File: src/rtl/hilo_sequencer_if.sv
// hilo_sequencer_if
//   Bundles the sequencer's request side (control unit) and core side
//   (multi-cycle mult/div datapath) into one interface.
//   slave  : view used by hilo_sequencer
//   master : view used by whoever drives requests and models the core
// Signals
//   start/op/rs_data/rt_data : operation request, sampled only in IDLE
//   wr_hi/wr_lo/wr_data      : mthi/mtlo writes
//   busy/done/div_zero_exc   : status back to control
//   hi/lo                    : architectural HI/LO
//   md_a/md_b/md_control     : registered operands and op select to the core
//   md_reset                 : core clear
//   md_high/md_low           : core result words
interface hilo_sequencer_if;
  logic        start;
  logic        op;
  logic [31:0] rs_data;
  logic [31:0] rt_data;
  logic        wr_hi;
  logic        wr_lo;
  logic [31:0] wr_data;
  logic        busy;
  logic        done;
  logic        div_zero_exc;
  logic [31:0] hi;
  logic [31:0] lo;
  logic [31:0] md_a;
  logic [31:0] md_b;
  logic        md_control;
  logic        md_reset;
  logic [31:0] md_high;
  logic [31:0] md_low;

  modport slave (
    input  start, op, rs_data, rt_data, wr_hi, wr_lo, wr_data, md_high, md_low,
    output busy, done, div_zero_exc, hi, lo, md_a, md_b, md_control, md_reset
  );

  modport master (
    output start, op, rs_data, rt_data, wr_hi, wr_lo, wr_data, md_high, md_low,
    input  busy, done, div_zero_exc, hi, lo, md_a, md_b, md_control, md_reset
  );
endinterface

File: src/rtl/hilo_sequencer.sv
// hilo_sequencer
//   Sequences one multiply or divide on the external multi-cycle core and
//   owns the architectural HI/LO pair.
//   IDLE -> CLEAR (core cleared one cycle) -> RUN (N cycles) -> CAPTURE,
//   then HI/LO are written and done pulses. Divide by zero is rejected in
//   IDLE without touching the core.
// Ports
//   clk, reset : clock, synchronous active-high reset
//   bus        : hilo_sequencer_if.slave (request, status, HI/LO, core side)
// Parameters
//   MULT_CYCLES : RUN cycles for a multiply
//   DIV_CYCLES  : RUN cycles for a divide
module hilo_sequencer #(
  parameter int MULT_CYCLES = 32,
  parameter int DIV_CYCLES  = 33
) (
  input  logic              clk,
  input  logic              reset,
  hilo_sequencer_if.slave   bus
);

  localparam int MAXC = (MULT_CYCLES > DIV_CYCLES) ? MULT_CYCLES : DIV_CYCLES;
  localparam int CW   = $clog2(MAXC + 1);

  typedef enum logic [1:0] {
    IDLE    = 2'd0,
    CLEAR   = 2'd1,
    RUN     = 2'd2,
    CAPTURE = 2'd3
  } state_t;

  state_t          state;
  logic [CW-1:0]   cnt;
  logic [31:0]     hi_q, lo_q;
  logic [31:0]     md_a_q, md_b_q;
  logic            md_ctl_q;
  logic            busy_q, done_q, dz_q;
  logic            div_zero;

  assign div_zero = !bus.op && (bus.rt_data == 32'd0);

  always_ff @(posedge clk) begin
    if (reset) begin
      state    <= IDLE;
      cnt      <= '0;
      hi_q     <= '0;
      lo_q     <= '0;
      md_a_q   <= '0;
      md_b_q   <= '0;
      md_ctl_q <= 1'b0;
      busy_q   <= 1'b0;
      done_q   <= 1'b0;
      dz_q     <= 1'b0;
    end else begin
      done_q <= 1'b0;
      dz_q   <= 1'b0;
      case (state)
        IDLE: begin
          if (bus.start) begin
            if (div_zero) begin
              // reject in place: core untouched, HI/LO preserved
              done_q <= 1'b1;
              dz_q   <= 1'b1;
            end else begin
              md_a_q   <= bus.rs_data;
              md_b_q   <= bus.rt_data;
              md_ctl_q <= bus.op;
              cnt      <= bus.op ? CW'(MULT_CYCLES) : CW'(DIV_CYCLES);
              busy_q   <= 1'b1;
              state    <= CLEAR;
            end
          end else begin
            // mthi/mtlo only when no request competes for HI/LO
            if (bus.wr_hi) hi_q <= bus.wr_data;
            if (bus.wr_lo) lo_q <= bus.wr_data;
          end
        end
        CLEAR: begin
          state <= RUN;
        end
        RUN: begin
          cnt <= cnt - CW'(1);
          if (cnt <= CW'(1)) state <= CAPTURE;
        end
        CAPTURE: begin
          if (md_ctl_q) begin
            hi_q <= bus.md_high;
            lo_q <= bus.md_low;
          end else begin
            // core reports quotient on high, remainder on low
            hi_q <= bus.md_low;
            lo_q <= bus.md_high;
          end
          done_q <= 1'b1;
          busy_q <= 1'b0;
          state  <= IDLE;
        end
        default: begin
          busy_q <= 1'b0;
          state  <= IDLE;
        end
      endcase
    end
  end

  assign bus.md_reset     = reset || (state == CLEAR);
  assign bus.busy         = busy_q;
  assign bus.done         = done_q;
  assign bus.div_zero_exc = dz_q;
  assign bus.hi           = hi_q;
  assign bus.lo           = lo_q;
  assign bus.md_a         = md_a_q;
  assign bus.md_b         = md_b_q;
  assign bus.md_control   = md_ctl_q;

endmodule

File: src/flat_wrapper.sv
// flat-port wrapper written by rule: the top's interface ports become plain ports
module hilo_sequencer_flat 
#(
  parameter int MULT_CYCLES = 32,
  parameter int DIV_CYCLES  = 33
)
  (clk, reset, bus_start, bus_op, bus_rs_data, bus_rt_data, bus_wr_hi, bus_wr_lo, bus_wr_data, bus_md_high, bus_md_low, bus_busy, bus_done, bus_div_zero_exc, bus_hi, bus_lo, bus_md_a, bus_md_b, bus_md_control, bus_md_reset);
  hilo_sequencer_if bus_i ();
  input  logic clk;
  input  logic reset;
  input wire logic [$bits(bus_i.start)-1:0] bus_start;
  input wire logic [$bits(bus_i.op)-1:0] bus_op;
  input wire logic [$bits(bus_i.rs_data)-1:0] bus_rs_data;
  input wire logic [$bits(bus_i.rt_data)-1:0] bus_rt_data;
  input wire logic [$bits(bus_i.wr_hi)-1:0] bus_wr_hi;
  input wire logic [$bits(bus_i.wr_lo)-1:0] bus_wr_lo;
  input wire logic [$bits(bus_i.wr_data)-1:0] bus_wr_data;
  input wire logic [$bits(bus_i.md_high)-1:0] bus_md_high;
  input wire logic [$bits(bus_i.md_low)-1:0] bus_md_low;
  output wire logic [$bits(bus_i.busy)-1:0] bus_busy;
  output wire logic [$bits(bus_i.done)-1:0] bus_done;
  output wire logic [$bits(bus_i.div_zero_exc)-1:0] bus_div_zero_exc;
  output wire logic [$bits(bus_i.hi)-1:0] bus_hi;
  output wire logic [$bits(bus_i.lo)-1:0] bus_lo;
  output wire logic [$bits(bus_i.md_a)-1:0] bus_md_a;
  output wire logic [$bits(bus_i.md_b)-1:0] bus_md_b;
  output wire logic [$bits(bus_i.md_control)-1:0] bus_md_control;
  output wire logic [$bits(bus_i.md_reset)-1:0] bus_md_reset;
  assign bus_i.start = bus_start;
  assign bus_i.op = bus_op;
  assign bus_i.rs_data = bus_rs_data;
  assign bus_i.rt_data = bus_rt_data;
  assign bus_i.wr_hi = bus_wr_hi;
  assign bus_i.wr_lo = bus_wr_lo;
  assign bus_i.wr_data = bus_wr_data;
  assign bus_i.md_high = bus_md_high;
  assign bus_i.md_low = bus_md_low;
  assign bus_busy = bus_i.busy;
  assign bus_done = bus_i.done;
  assign bus_div_zero_exc = bus_i.div_zero_exc;
  assign bus_hi = bus_i.hi;
  assign bus_lo = bus_i.lo;
  assign bus_md_a = bus_i.md_a;
  assign bus_md_b = bus_i.md_b;
  assign bus_md_control = bus_i.md_control;
  assign bus_md_reset = bus_i.md_reset;
  hilo_sequencer #(.MULT_CYCLES(MULT_CYCLES), .DIV_CYCLES(DIV_CYCLES)) u_core (.clk(clk), .reset(reset), .bus(bus_i));
endmodule
File: config.mk
export PLATFORM = sky130hd
export DESIGN_NAME = hilo_sequencer_flat
export DESIGN_NICKNAME = d
export VERILOG_FILES = /design/src/rtl/hilo_sequencer_if.sv /design/src/rtl/hilo_sequencer.sv /design/src/flat_wrapper.sv
export SDC_FILE = /design/constraint.sdc
export NUM_CORES = 1
export LEC_CHECK = 0
export ABC_CLOCK_PERIOD_IN_PS = 6050
export CAP_MARGIN = 20
export CORE_MARGIN = 3
export CORE_UTILIZATION = 46
export CTS_BUF_LIST = sky130_fd_sc_hd__clkbuf_4 sky130_fd_sc_hd__clkbuf_8
export DETAILED_ROUTE_END_ITERATION = 10
export PLACE_DENSITY = 0.93
export SYNTH_ARGS = -nofsm -noshare
export SYNTH_HDL_FRONTEND = slang
export SYNTH_SLANG_ARGS = --single-unit
File: constraint.sdc
create_clock -name clk -period 6.05 [get_ports clk]
set_input_delay 1.21 -clock clk [delete_from_list [all_inputs] [get_ports clk]]
set_output_delay 1.21 -clock clk [all_outputs]
set_load 0.1 [all_outputs]
==> reports/summary.log, run 1 <==
qor: synth.mappedNetlistArea 6242 sq um
qor: synth.synthesis.area_per_instance 8.107 sq um
qor: global_routing.grt_util_met2 44.18%
qor: clock_tree.clockRootBuffer clkbuf_8
qor: synth.count_of_yosys_warnings_during_synthesis 0
qor: sta.maxClockFrequency 0.2442 GHz
qor: drt.drt-total-wl 19,920 um
qor: synth.syn_inst 770
qor: clock_tree.cts_post_setup_buffers_inserted 0
qor: cells_and_area.drive_above_1_share 4.506%
qor: worst_setup_path.worst-path-max-fanout 66
qor: sta.min_period_over_period 67.69%
qor: clock_tree.ctsHtreeMaxLevel 4
qor: sta.finalHoldWorstSlack 453.5 ps
qor: clock_tree.tritoncts built
qor: global_routing.gr-usage-met1 28.76%
qor: die.placement_rows 41
qor: global_routing.globalRouteMet3Util 10.97%
qor: synth.synth_top_area_share 44.90%
qor: placement.globalplace.congestion 0.8119
qor: worst_setup_path.family_of_cells_with_the_greatest_summed_delay_on_the_critical_path buffers and inverters
qor: worst_setup_path.crit_buf_inv 1
qor: synth.post_synthesis_cell_type_with_the_largest_combined_area dfxtp_1
qor: die.die_span_in_y 122.5 um
qor: synth.synth_sequential_area_ratio 44.90%
qor: drt.drt-vias-per-instance 5.272
qor: placement.placed_cell_area 9253 sq um
qor: global_routing.grt_remaining_overflow 0
qor: drt.iteration_0_drc_count_of_the_detailed_router 255
qor: die.io-pin-count 299
qor: pwr.power.leakage 3.457 nW
qor: worst_setup_path.worst_setup_path_end_kind output port
qor: status.outcome complete, no violations
qor: sta.report.final.slew_viol_count 0
qor: clock_tree.clk_latency 450 ps
qor: sta.relSlewSlack 25.54%
qor: global_routing.wire_length_of_the_first_global_routing_pass 30,970 um
qor: global_routing.grt_start_max_net_pins 100
qor: synth.yosys-top-cells-area dfxtp_1 45%, a21oi_1 11%, mux2i_1 11%, nand2_1 8.2%, a211oi_1 7.8%
qor: die.core 12,930 sq um
qor: sta.fin_skew 9.953 ps
qor: clock_tree.cts_made_buffers 17
qor: clock_tree.cts_hold_repair.buffers 0
qor: sta.fin_crit 4095 ps
qor: sta.setup-violations-final 0
qor: synth.post_synth_num_cell_types 37
qor: worst_setup_path.worstPathRequired 4840 ps
qor: sta.setup_total_negative_slack 0 ps
qor: worst_setup_path.critical_path.cell_chain clkdlybuf4s50_1
qor: drt.post_drt_wl_per_cell 16.39 um
qor: drt.routed-via-count 6,405
qor: global_routing.initial_antenna_violation_count 0
qor: sta.tightest_slew 1117 ps
qor: placement.buffer_ports.inserted 298
qor: clock_tree.clk_pin_slew_worst_paths 70 ps
qor: global_routing.grt_pass1_vias 6,314
qor: clock_tree.tritoncts_num_sinks 140
qor: synth.syn_nets 942
qor: synth.async_flop_share 0%
qor: synth.synth_enable_flop_cells 0
qor: clock_tree.post_cts_resize_count 0
qor: synth.post-synth-top-count-cell dfxtp_1
qor: synth.yosys_register_bits 140
qor: sta.rsz_0062_raised_after_global_routing false
qor: sta.final_hold_viol_count 0
qor: cells_and_area.syn2layout_area_growth 55.60%
qor: die.floorplan.die_area 15,000 sq um
qor: worst_setup_path.timing.critical_path.arrival 2890 ps
qor: worst_setup_path.setup_crit_start_kind flop
qor: clock_tree.ctsLongestPathBuffers 2
qor: pwr.peakVddDrop 0.0002359 V
qor: run.drv_cap 0
qor: cells_and_area.final_nets 1,203
qor: worst_setup_path.timing_worst_setup_path_type flop to output port
qor: synth.synth_top_flop_cell dfxtp_1
qor: drt.post-route-drc-count 0
qor: cells_and_area.nFillCells 925
qor: cells_and_area.antenna_cells_inserted 0
qor: worst_setup_path.critical_path_cell_with_the_highest_stage_delay clkdlybuf4s50_1
qor: worst_setup_path.critical-path-max-stage-delay 1310 ps
qor: die.horizontal_extent_of_the_die 122.5 um
qor: pwr.power_density 461.9 nW/um^2
qor: global_routing.grt_usage 26.03%
qor: drt.postRouteAntennaNets 0
qor: cells_and_area.design_area 9713 sq um
qor: synth.yosys-top-cells-count 140 x dfxtp_1, 136 x nand2_1, 134 x a21oi_1
qor: placement.detailedPlacementHpwl 14,510 um
qor: die.initial_util 48.29%
qor: global_routing.grt-busiest-layer met2
qor: cells_and_area.fin_util 75.14%
qor: min_path.timing.hold.worst.class flop to flop
qor: drt.first_pass_iters 4
==> report_power, final <==
| part | switching (W) | total, W | internal, W | leakage [nW] |
|---|---|---|---|---|
| Sequential | 0.000140 | 0.00124 | 0.00110 | 1.15 |
| Combinational | 0.00174 | 0.00238 | 0.000637 | 2.09 |
| Clock | 0.000357 | 0.000871 | 0.000514 | 0.224 |
==> sequential cells by signal (all words and copies together), names as in the netlist <==
register / count
u_core.bus.md_b: 32
u_core.bus.div_zero_exc: 1
u_core.bus.hi: 32
u_core.state: 2
u_core.bus.busy: 1
u_core.bus.done: 1
u_core.bus.md_a: 32
u_core.bus.lo: 32
u_core.bus.md_control: 1
u_core.cnt: 6
==> per-stage QoR <==
stage,std cells,setup WS [ps],power [W]
after floorplan,770,2692,0.003050
after global placement,1184,2188,0.003593
after detailed placement,1184,2141,0.003632
after CTS,1215,1951,0.004502
after global routing,1215,1874,0.004691
final,1215,1955,0.004486
==> worst register-to-register path, cell delays in order, from the launching register on <==
cell and delay, ps:
dfxtp_1 420, ha_4 830, nor2b_1 460, a21oi_4 230, buf_4 360, a211oi_1 390, a21oi_1 70, nor2_1 90
==> metal layers <==
layer	wire length (um)	vias up
li1	-	3208
met1	7715	2911
met2	9800	245
met3	1896	41
met4	507	0
met5	0	-
==> cell families after synthesis <==
kind of cell | after synthesis | share of synthesized area, %
simple gates | 270 | 17.50
xor+xnor | 1 | 0.1403
compound gates | 218 | 20.71
fa+ha+maj | 6 | 1.203
buf+inv | 69 | 4.971
flops | 140 | 44.90
mux | 66 | 10.58
==> path summary, 6_finish.rpt <==
check | from | end | slack (ps) | cells after the start
setup / recovery | u_core.bus.md_control$_SDFFE_PP0P_ | bus_md_control | 1950 | 1
hold / removal | u_core.bus.md_b[1]$_SDFFE_PP0P_ | u_core.bus.md_b[1]$_SDFFE_PP0P_ | 450 | 2
setup reg to reg | u_core.state[0]$_SDFFE_PP0P_ | u_core.bus.lo[1]$_SDFFE_PP0P_ | 3140 | 7
hold reg to reg | u_core.bus.md_b[1]$_SDFFE_PP0P_ | u_core.bus.md_b[1]$_SDFFE_PP0P_ | 450 | 2
==> cells in the final DEF, fill, tap and decap left out, types with 2 or more instances in the layout <==
master,Yosys,routed
a21oi_1,134,132
dfxtp_1,140,139
nand3_1,3,3
nor2_1,103,103
clkbuf_8,0,19
o31ai_1,2,2
a211oi_1,65,65
nand2_1,136,136
mux2i_1,66,66
nor4_1,7,7
a21oi_4,0,2
bufinv_16,0,5
clkdlybuf4s50_1,0,297
or3_1,2,2
o21ai_0,6,6
buf_4,0,7
nor2b_1,5,5
clkinv_2,0,2
inv_1,7,7
nand2b_1,2,2
ha_1,6,5
clkinvlp_4,0,3
nor3_1,5,5
o21a_1,2,2
==> final cells by class <==
type | instances | area, sq um | share of cell area, %
sequential | 140 | 2806 | 28.89
tap | 172 | 215.2 | 2.216
clock inverter | 11 | 191.4 | 1.971
clock buffer | 20 | 269.0 | 2.770
inverter | 7 | 26.28 | 0.2705
multi-input combinational | 561 | 3179 | 32.73
timing repair buffer | 304 | 3025 | 31.15
(Power assumes the default switching activity.)
==> run 2: changes to the inputs <==
--- a/config.mk
+++ b/config.mk
@@ -5,13 +5,13 @@
 export SDC_FILE = /design/constraint.sdc
 export NUM_CORES = 1
 export LEC_CHECK = 0
-export ABC_CLOCK_PERIOD_IN_PS = 6050
+export ABC_CLOCK_PERIOD_IN_PS = 4100
 export CAP_MARGIN = 20
 export CORE_MARGIN = 3
-export CORE_UTILIZATION = 46
+export CORE_UTILIZATION = 42
 export CTS_BUF_LIST = sky130_fd_sc_hd__clkbuf_4 sky130_fd_sc_hd__clkbuf_8
 export DETAILED_ROUTE_END_ITERATION = 10
-export PLACE_DENSITY = 0.93
+export PLACE_DENSITY = 0.86
 export SYNTH_ARGS = -nofsm -noshare
 export SYNTH_HDL_FRONTEND = slang
 export SYNTH_SLANG_ARGS = --single-unit
==> constraint.sdc (replaced) <==
create_clock -name clk -period 4.1 [get_ports clk]
set_input_delay 0.82 -clock clk [delete_from_list [all_inputs] [get_ports clk]]
set_output_delay 0.82 -clock clk [all_outputs]
set_load 0.1 [all_outputs]
==> run 2 against run 1 <==
- via count is 0.22% lower
- clock skew is 0.69 ps higher
- clock power up 37%
- critical path type unchanged
- critical endpoint is now bus_hi[16]
- highest routed layer unchanged
==> reports/summary.log, run 2 (synthesis gave the netlist of run 1 again) <==
qor: drt.routed-via-count 6,391 [-0.22%]
qor: die.placement_rows 43 [+4.9%]
qor: clock_tree.clockRootBuffer clkbuf_8
qor: global_routing.grt_remaining_overflow 0 [unchanged]
qor: die.horizontal_extent_of_the_die 127.9 um [+4.4%]
qor: worst_setup_path.crit_buf_inv 1 [unchanged]
qor: drt.postRouteAntennaNets 0 [unchanged]
qor: worst_setup_path.critical_path.cell_chain clkdlybuf4s50_1
qor: clock_tree.cts_post_setup_buffers_inserted 0 [unchanged]
qor: clock_tree.clk_latency 450 ps [about the same]
qor: global_routing.wire_length_of_the_first_global_routing_pass 30,980 um [about the same]
qor: die.floorplan.die_area 16,360 sq um [+9.0%]
qor: clock_tree.ctsLongestPathBuffers 2 [unchanged]
qor: placement.globalplace.congestion 0.8460 [+4.2%]
qor: clock_tree.tritoncts_num_sinks 140 [unchanged]
qor: sta.final_hold_viol_count 0 [unchanged]
qor: clock_tree.cts_hold_repair.buffers 0 [unchanged]
qor: sta.relSlewSlack 28.20% [+2.7 points]
qor: pwr.power.leakage 3.457 nW [about the same]
qor: cells_and_area.layout_commonest_cell clkdlybuf4s50_1
qor: pwr.peakVddDrop 0.0003291 V [+40%]
qor: placement.buffer_ports.inserted 298 [unchanged]
qor: die.core 14,200 sq um [+9.9%]
qor: die.die_span_in_y 127.9 um [+4.4%]
qor: worst_setup_path.worstPathRequired 3280 ps [-1560 ps]
qor: drt.post-route-drc-count 0 [unchanged]
qor: global_routing.grt_pass1_vias 6,249 [-1.0%]
qor: sta.maxClockFrequency 0.3572 GHz
qor: sta.tightest_slew 1077 ps [-39.85 ps]
qor: worst_setup_path.critical-path-max-stage-delay 1170 ps [-140 ps]
qor: global_routing.grt_usage 23.70% [-2.3 points]
qor: sta.fin_crit 2799 ps
qor: sta.fin_skew 10.64 ps [+0.6915 ps]
qor: sta.finalHoldWorstSlack 454.6 ps [+1.087 ps]
qor: drt.iteration_0_drc_count_of_the_detailed_router 308 [+21%]
qor: drt.drt-total-wl 19,750 um [-0.84%]
qor: worst_setup_path.family_of_cells_with_the_greatest_summed_delay_on_the_critical_path buffers and inverters
qor: pwr.finalPower 0.006531 W [+46%]
qor: global_routing.grt_start_max_net_pins 99 [-1.0%]
qor: drt.post_drt_wl_per_cell 16.11 um [-1.7%]
qor: worst_setup_path.timing_worst_setup_path_type flop to output port
qor: cells_and_area.drive_above_1_share 4.876% [+0.37 points]
qor: cells_and_area.most-common-layout-cells 296 x clkdlybuf4s50_1, 139 x dfxtp_1, 136 x nand2_1, 132 x a21oi_1, 103 x nor2_1
qor: die.io-pin-count 299 [unchanged]
qor: die.initial_util 43.95% [-4.3 points]
qor: pwr.power_density 672.1 nW/um^2 [+46%]
qor: clock_tree.tritoncts built
qor: clock_tree.post_cts_resize_count 0 [unchanged]
qor: cells_and_area.design_area 9717 sq um [about the same]
qor: drt.first_pass_iters 4 [unchanged]
qor: min_path.timing.hold.worst.class flop to flop
qor: global_routing.initial_antenna_violation_count 0 [unchanged]
qor: sta.setup_total_negative_slack 0 ps [unchanged]
qor: cells_and_area.final_nets 1,205 [+0.17%]
qor: sta.setup-violations-final 0 [unchanged]
qor: drt.drt-vias-per-instance 5.213 [-1.1%]
qor: cells_and_area.antenna_cells_inserted 0 [unchanged]
qor: clock_tree.ctsHtreeMaxLevel 4 [unchanged]
qor: worst_setup_path.critical_path_cell_with_the_highest_stage_delay clkdlybuf4s50_1
qor: worst_setup_path.setup_crit_start_kind flop
qor: clock_tree.clk_pin_slew_worst_paths 80 ps [about the same]
qor: run.drv_cap 0 [unchanged]
qor: placement.detailedPlacementHpwl 14,230 um [-1.9%]
qor: worst_setup_path.worst-path-max-fanout 2 [-97%]
qor: sta.rsz_0062_raised_after_global_routing false
qor: worst_setup_path.worst_setup_path_end_kind output port
qor: placement.placed_cell_area 9288 sq um [+0.38%]
qor: cells_and_area.syn2layout_area_growth 55.66% [about the same]
qor: status.outcome complete, no violations
qor: sta.min_period_over_period 68.28%
qor: clock_tree.cts_made_buffers 17 [unchanged]
qor: sta.report.final.slew_viol_count 0 [unchanged]
qor: worst_setup_path.timing.critical_path.arrival 1980 ps [-910 ps]
-- run 2: cell types whose count changed in the layout (fill, tap and decap cells not counted) --
cell | before | now
buf_4 | 7 | 9
bufinv_16 | 5 | 3
buf_12 | 0 | 1
clkbuf_4 | 1 | 2
clkbuf_8 | 19 | 20
clkdlybuf4s50_1 | 297 | 296
clkinvlp_4 | 3 | 4
-- run 2: path summary, 6_finish.rpt --
kind                                      endpoint  slack (ps)                              from  cells after the start
setup / recovery                        bus_hi[16]        1300    u_core.bus.hi[16]$_SDFFE_PP0P_                      1
hold / removal    u_core.bus.md_a[18]$_SDFFE_PP0P_         450  u_core.bus.md_a[18]$_SDFFE_PP0P_                      2
setup reg to reg    u_core.bus.lo[30]$_SDFFE_PP0P_        1490      u_core.state[0]$_SDFFE_PP0P_                      8
hold reg to reg   u_core.bus.md_a[18]$_SDFFE_PP0P_         450  u_core.bus.md_a[18]$_SDFFE_PP0P_                      2
-- run 2: report_power, final --
part	total [W]	switching (W)	internal (W)
logic	0.00357	0.00262	0.000953
clock network	0.00119	0.000529	0.000662
registers	0.00177	0.000152	0.00162
total	0.00653	0.00330	0.00323
-- run 2: layer usage --
| metal | global-route usage [%] | routed length [um] | vias up |
|---|---|---|---|
| li1 | - | - | 3215 |
| met1 | 27.32 | 8017 | 2908 |
| met2 | 40.05 | 9550 | 236 |
| met3 | 9.208 | 1741 | 32 |
| met4 | 8.365 | 442 | 0 |
| met5 | 0 | 0 | - |
-- run 2: per-stage QoR --
step | utilization (%) | cells | setup slack, ps
finish | 68.41 | 1226 | 1301
global route | 68.41 | 1226 | 1221
CTS | 68.41 | 1226 | 1260
detailed placement | 65.39 | 1194 | 1033
global placement | 65.39 | 1194 | 1086
floorplan | - | 770 | 1522
-- run 2: final cells by class --
cell class              count  area, sq um
fillers                  1146         4487
multi-input cells         561         3179
repair buffers            306         3050
clock buffers              22        290.3
clock inverters            10        138.9
flip-flops and latches    140         2806
inverters                   7        26.28
well taps                 180        225.2
==> run 3: changes to the inputs <==
--- a/config.mk
+++ b/config.mk
@@ -5,7 +5,7 @@
 export SDC_FILE = /design/constraint.sdc
 export NUM_CORES = 1
 export LEC_CHECK = 0
-export ABC_CLOCK_PERIOD_IN_PS = 4100
+export ABC_CLOCK_PERIOD_IN_PS = 2730
 export CAP_MARGIN = 20
 export CORE_MARGIN = 3
 export CORE_UTILIZATION = 42
==> constraint.sdc (replaced) <==
create_clock -name clk -period 2.73 [get_ports clk]
set_input_delay 0.546 -clock clk [delete_from_list [all_inputs] [get_ports clk]]
set_output_delay 0.546 -clock clk [all_outputs]
set_load 0.1 [all_outputs]
==> run 3 against run 2 <==
- via count increased by 0.78%
- design area decreased by 2.6%
- global-route usage decreased by 0.74 points
- die area unchanged
- clock skew increased by 2.8 ps
- sequential power increased by 52%
- register-to-register slack got worse by 1100 ps
- worst setup slack got worse by 960 ps
- critical path depth increased by 7
- cell count increased by 0.41%
- critical endpoint is now u_core.bus.lo[17]$_SDFFE_PP0P_
- largest power group unchanged
- highest routed layer unchanged
==> reports/summary.log, run 3 (synthesis gave the netlist of run 1 again) <==
qor: status.outcome complete, no violations
qor: die.core 14,200 sq um [unchanged]
qor: run.drv_cap 0 [unchanged]
qor: pwr.peakVddDrop 0.0005682 V [+73%]
qor: clock_tree.ctsHtreeMaxLevel 4 [unchanged]
qor: worst_setup_path.r2r-end u_core.bus.lo[17]$_SDFFE_PP0P_
qor: worst_setup_path.ff2ff_setup_slack 340 ps [-1150 ps]
qor: drt.first_pass_iters 4 [unchanged]
qor: cells_and_area.layout_commonest_cell clkdlybuf4s50_1
qor: cells_and_area.syn2layout_area_growth 51.65%
qor: clock_tree.tritoncts built
qor: worst_setup_path.crit_path_end u_core.bus.lo[17]$_SDFFE_PP0P_
qor: drt.post-route-drc-count 0 [unchanged]
qor: cells_and_area.nFillCells 1,201 [+4.8%]
qor: global_routing.wire_length_of_the_first_global_routing_pass 30,060 um [-3.0%]
qor: cells_and_area.drive_above_1_share 17.81% [+13 points]
qor: min_path.timing.hold.worst.class flop to flop
qor: pwr.power_density 1025 nW/um^2 [+52%]
qor: global_routing.grt_usage 22.96% [-0.74 points]
qor: sta.fin_crit 2388 ps
qor: drt.drt-total-wl 19,570 um [-0.93%]
qor: global_routing.grt_start_max_net_pins 142 [+43%]
qor: sta.fin_skew 13.48 ps [+2.837 ps]
qor: clock_tree.clk_pin_slew_worst_paths 80 ps [about the same]
qor: clock_tree.post_cts_resize_count 0 [unchanged]
qor: drt.routed-via-count 6,441 [+0.78%]
qor: die.die_span_in_y 127.9 um [unchanged]
qor: drt.iteration_0_drc_count_of_the_detailed_router 342 [+11%]
qor: cells_and_area.final_nets 1,209 [+0.33%]
qor: sta.setup_total_negative_slack 0 ps [unchanged]
qor: drt.post_drt_wl_per_cell 15.90 um [-1.3%]
qor: clock_tree.clockRootBuffer clkbuf_8
qor: clock_tree.cts_hold_repair.buffers 0 [unchanged]
qor: placement.buffer_ports.inserted 298 [unchanged]
qor: die.horizontal_extent_of_the_die 127.9 um [unchanged]
qor: worst_setup_path.worst-path-max-fanout 22 [+20]
qor: sta.post-route-worst-setup-slack 341.8 ps [-958.7 ps]
qor: sta.tightest_slew 959.1 ps [-118.0 ps]
qor: worst_setup_path.crit-reg2reg-launch u_core.state[0]$_SDFFE_PP0P_
qor: sta.setup-violations-final 0 [unchanged]
qor: sta.relSlewSlack 36.06% [+7.9 points]
qor: sta.report.final.slew_viol_count 0 [unchanged]
qor: pwr.power.leakage 3.744 nW [+8.3%]
qor: drt.drt-vias-per-instance 5.232 [+0.37%]
qor: min_path.whs_path_depth 2 [unchanged]
qor: die.initial_util 43.95% [unchanged]
qor: drt.postRouteAntennaNets 0 [unchanged]
qor: worst_setup_path.setup_crit_start_kind flop
qor: worst_setup_path.reg2reg_depth 8 [unchanged]
qor: worst_setup_path.setup_crit_start u_core.state[0]$_SDFFE_PP0P_
qor: worst_setup_path.timing_worst_setup_path_type flop to flop
qor: die.io-pin-count 299 [unchanged]
qor: die.floorplan.die_area 16,360 sq um [unchanged]
qor: clock_tree.clk_latency 440 ps [about the same]
qor: worst_setup_path.critical-path-max-stage-delay 580 ps [-590 ps]
qor: global_routing.grt_remaining_overflow 0 [unchanged]
qor: sta.final_hold_viol_count 0 [unchanged]
qor: cells_and_area.most-common-layout-cells 164 x clkdlybuf4s50_1, 139 x buf_4, 139 x dfxtp_1, 136 x nand2_1, 132 x a21oi_1
qor: worst_setup_path.worst_setup_path_end_kind flop
qor: sta.min_period_over_period 87.48%
qor: clock_tree.ctsLongestPathBuffers 2 [unchanged]
qor: clock_tree.cts_post_setup_buffers_inserted 0 [unchanged]
qor: sta.maxClockFrequency 0.4187 GHz
qor: global_routing.grt_pass1_vias 6,177 [-1.2%]
qor: worst_setup_path.critical_path.cell_chain inv_1 -> ha_1 -> nor2b_1 -> a21oi_4 -> buf_4 -> a211oi_1 -> a21oi_1 -> nor2_1
qor: clock_tree.tritoncts_num_sinks 140 [unchanged]
qor: pwr.finalPower 0.009702 W [+49%]
qor: placement.detailedPlacementHpwl 14,180 um [-0.32%]
qor: worst_setup_path.timing.critical_path.arrival 2700 ps [+720 ps]
qor: placement.globalplace.congestion 0.8096 [-4.3%]
qor: die.placement_rows 43 [unchanged]
qor: worst_setup_path.critical_path_cell_with_the_highest_stage_delay a21oi_4
qor: worst_setup_path.worstPathRequired 3040 ps [-240 ps]
qor: sta.rsz_0062_raised_after_global_routing false
qor: global_routing.initial_antenna_violation_count 1 [+1]
qor: placement.dp_worst_setup_slack 53.66 ps [-979.2 ps]
qor: clock_tree.cts_made_buffers 17 [unchanged]
[run 3: cell count changes in the layout (fill, tap and decap cells not counted), sizes merged]
cell / before / now
buf: 10 / 146
clkdlybuf4s50: 296 / 164
clkbuf: 22 / 19
clkinv: 3 / 6
inv: 7 / 10
clkinvlp: 4 / 2
bufinv: 3 / 2
diode: 0 / 1
[run 3: area by class of cell]
| class | instances | area [sq um] | share of cell area, % |
|---|---|---|---|
| inverters | 7 | 26.28 | 0.2776 |
| flip-flops and latches | 140 | 2806 | 29.65 |
| clock inverters | 13 | 140.1 | 1.480 |
| well taps | 180 | 225.2 | 2.379 |
| multi-input cells | 561 | 3179 | 33.58 |
| clock buffers | 19 | 261.5 | 2.762 |
| diodes | 1 | 2.502 | 0.02643 |
| repair buffers | 310 | 2825 | 29.84 |
[run 3: per-stage QoR]
stage          area, sq um  utilization (%)  std cells  hold slack, ps
6_report              9467            66.65       1231           459.1
5_1_grt               9467            66.65       1231           473.0
4_1_cts               9464            66.63       1230           458.6
3_5_place_dp          9062            63.80       1198           447.2
3_3_place_gp          9062            63.80       1198           441.9
2_1_floorplan         6242                -        770           443.6
[run 3: worst max-delay path: cells and delay by family (launching register included)]
family / cells / cell delay [ps]
and+or+nand+nor: 2 / 260
buffers and inverters: 2 / 420
DFF: 1 / 430
adders and majority gates: 1 / 300
AOI/OAI and AO/OA: 3 / 830
[run 3: per-layer routing]
layer  share of wire, %  wire length, um  vias up  GRT usage, %
met5                  0                0        -             0
met4                2.3              452        0         7.428
met3                9.9             1934       34         10.17
met2                 48             9405      246         38.82
met1                 40             7776     2937         25.95
li1                   -                -     3224             -
[run 3: how the worst min path moves through the flow]
stage	start	end	slack [ps]
finish	u_core.bus.md_b[27]$_SDFFE_PP0P_	u_core.bus.md_b[27]$_SDFFE_PP0P_	460
global route	u_core.bus.md_b[0]$_SDFFE_PP0P_	u_core.bus.md_b[0]$_SDFFE_PP0P_	470
CTS	u_core.bus.md_b[27]$_SDFFE_PP0P_	u_core.bus.md_b[27]$_SDFFE_PP0P_	460
detailed placement	u_core.bus.md_b[27]$_SDFFE_PP0P_	u_core.bus.md_b[27]$_SDFFE_PP0P_	450
global placement	u_core.bus.md_b[22]$_SDFFE_PP0P_	u_core.bus.md_b[22]$_SDFFE_PP0P_	440
floorplan	u_core.cnt[4]$_SDFFE_PP0P_	u_core.cnt[4]$_SDFFE_PP0P_	440
[run 3: power breakdown]
group | internal [W] | switching (W) | total (W) | leakage [nW]
Combinational | 0.00140 | 0.00392 | 0.00532 | 2.40
Clock | 0.000865 | 0.000827 | 0.00169 | 0.203
Sequential | 0.00243 | 0.000258 | 0.00269 | 1.15
Total | 0.00469 | 0.00501 | 0.00970 | 3.74
==> variant: new RTL, settings of run 3 <==
Re-encode `state_t` (4 states) as Gray code, 2 bits wide.
--- a/src/rtl/hilo_sequencer.sv
+++ b/src/rtl/hilo_sequencer.sv
@@ -23,10 +23,10 @@
   localparam int CW   = $clog2(MAXC + 1);
 
   typedef enum logic [1:0] {
-    IDLE    = 2'd0,
-    CLEAR   = 2'd1,
-    RUN     = 2'd2,
-    CAPTURE = 2'd3
+    IDLE    = 2'b00,
+    CLEAR   = 2'b01,
+    RUN     = 2'b11,
+    CAPTURE = 2'b10
   } state_t;
 
   state_t          state;
Behaviour: same outputs for any inputs over 4 cycles, from zero or initial values and one cycle with reset high; so few cycles prove little.
==> variant against run 3 <==
  * Count of clock-buffer cells in the layout did not move
  * Worst hold slack worse by 0.0034 ns
  * Synthesized area grew 20%
  * Critical path depth decreased by 1
  * Design area grew 15%
  * Wire length rose by 28%
  * Global-route usage is 1.7 points higher
  * Sequential cell count unchanged
  * Die area increased by 19%
  * Worst setup slack got worse by 0.16 ns
  * Critical path type is now primary input to register
  * Critical endpoint is now u_core.bus.md_b[20]
Power is not compared: it rests on default switching activity, and its combinational part moved more than twofold at a synthesized area within 25%.
==> variant: results (changes against run 3) <==
For the post-detailed-placement half-perimeter wirelength, the log shows 17340 microns (was 14180 microns). The transition time at the pin with the least slew margin works out to 0.5707 ns (was 0.9591 ns). The arrival time at the worst endpoint was 2.94 ns (was 2.70 ns). The maximum number of pins on one net before global-route repair was 112 (was 142).

Final hold slack: 0.4556 ns (was 0.4591 ns). The tools report the via count as 8152 (was 6441). The ratio of cells with drive above 1 in the final layout was 0.1884 (was 0.1781).

Category of the critical setup timing path: primary input to register (was register to register). The logs give 2258 microns (was 1934 microns) for the met3 wire length and 7752 (was 6177) for the via count of the first global-routing pass. The xor/xnor cell area share of the yosys netlist works out to 0.004683 (was 0.001403). The cell at the slowest stage of the critical path was sky130_fd_sc_hd__or4_4 (was sky130_fd_sc_hd__a21oi_4). The met1 layer wirelength in the final routing was 9876 microns (was 7776 microns). For the synthesized netlist cell count, the log shows 911 (was 770). The tools report the worst reg-to-reg setup slack as 0.82 ns (was 0.34 ns). The worst setup path endpoint was u_core.bus.md_b[20] (was u_core.bus.lo[17]). For the area of placed instances, the log shows 10460 sq um (was 9062 sq um). The run finished with clean final reports. Start point of the critical path: bus_rt_data[9] (was u_core.state[0]). The setup skew after layout was 0.01391 ns (was 0.01348 ns); the adder and majority gate portion of the synthesized area was 0.003345 (was 0.01203).

The largest delay contributor family on the critical path is simple AND/OR/NAND/NOR gates (was compound AO/OA/AOI/OAI gates). The global-route met3 utilization is 0.07320 (was 0.1017). The wire length of the first global-routing pass is 40120 microns (was 30060 microns), and the critical path's largest stage delay is 0.55 ns (was 0.58 ns). The total stage count of the critical path was 7 (was 8). The run gives 0.3746 (was 0.4490) as the fraction of the yosys area taken by sequential cells. The routability-driven placement congestion ratio is 0.8487 (was 0.8096). Biggest area contributors in the synthesized netlist: sky130_fd_sc_hd__dfxtp_1 (37%), sky130_fd_sc_hd__mux2i_1 (8.6%), sky130_fd_sc_hd__a211o_1 (7.5%), sky130_fd_sc_hd__nand2_1 (4.9%), sky130_fd_sc_hd__a21oi_1 (4.7%) (was sky130_fd_sc_hd__dfxtp_1 (45%), sky130_fd_sc_hd__a21oi_1 (11%), sky130_fd_sc_hd__mux2i_1 (11%), sky130_fd_sc_hd__nand2_1 (8.2%), sky130_fd_sc_hd__a211oi_1 (7.8%)).

For the post-layout instance count excluding filler cells, the log shows 1399 (was 1231). The final wirelength was 25020 microns (was 19570 microns); the minimum setup slack after placement was -0.2717 ns (was 0.05366 ns). The highest net fanout along the worst path was 38 (was 22); the met1 global-route usage was 0.3027 (was 0.2595). The sum of met2 wire segment lengths after detailed routing was 12050 microns (was 9405 microns). The run gives 484 (was 342) as the iteration-0 DRC count of the detailed router.

Worst-case reg-to-reg path depth: 5 (was 8). The logs give 1328 (was 1209) for the count of nets after finishing and 41 (was 37) for the number of distinct library cell variants in the gate-level netlist after synthesis. The compound-gate portion of the synthesized area is 0.2330 (was 0.2071).
variant: cell count changes after synthesis, moves of 22 or more:
cell	change
sky130_fd_sc_hd__a211o_1	+64
sky130_fd_sc_hd__a211oi_1	-60
sky130_fd_sc_hd__a21oi_1	-63
sky130_fd_sc_hd__a22oi_1	+32
sky130_fd_sc_hd__and3_1	+31
sky130_fd_sc_hd__clkbuf_1	+31
sky130_fd_sc_hd__nand2_1	-39
sky130_fd_sc_hd__nand3_1	+55
sky130_fd_sc_hd__nand4_1	+33
sky130_fd_sc_hd__nor2_1	-55
sky130_fd_sc_hd__nor2b_1	+30
sky130_fd_sc_hd__o21ai_0	+28
sky130_fd_sc_hd__or4_1	+22
variant: layout make-up:
cell class                      count  area (sq um)
Fill cell                        1492          6452
Multi-Input combinational cell    669          4310
Timing Repair Buffer              327          3040
Sequential cell                   140          2806
Tap cell                          225         281.5
Clock buffer                       19         255.2
Clock inverter                     13         188.9
Inverter                            5         18.77
Antenna cell                        1         2.502
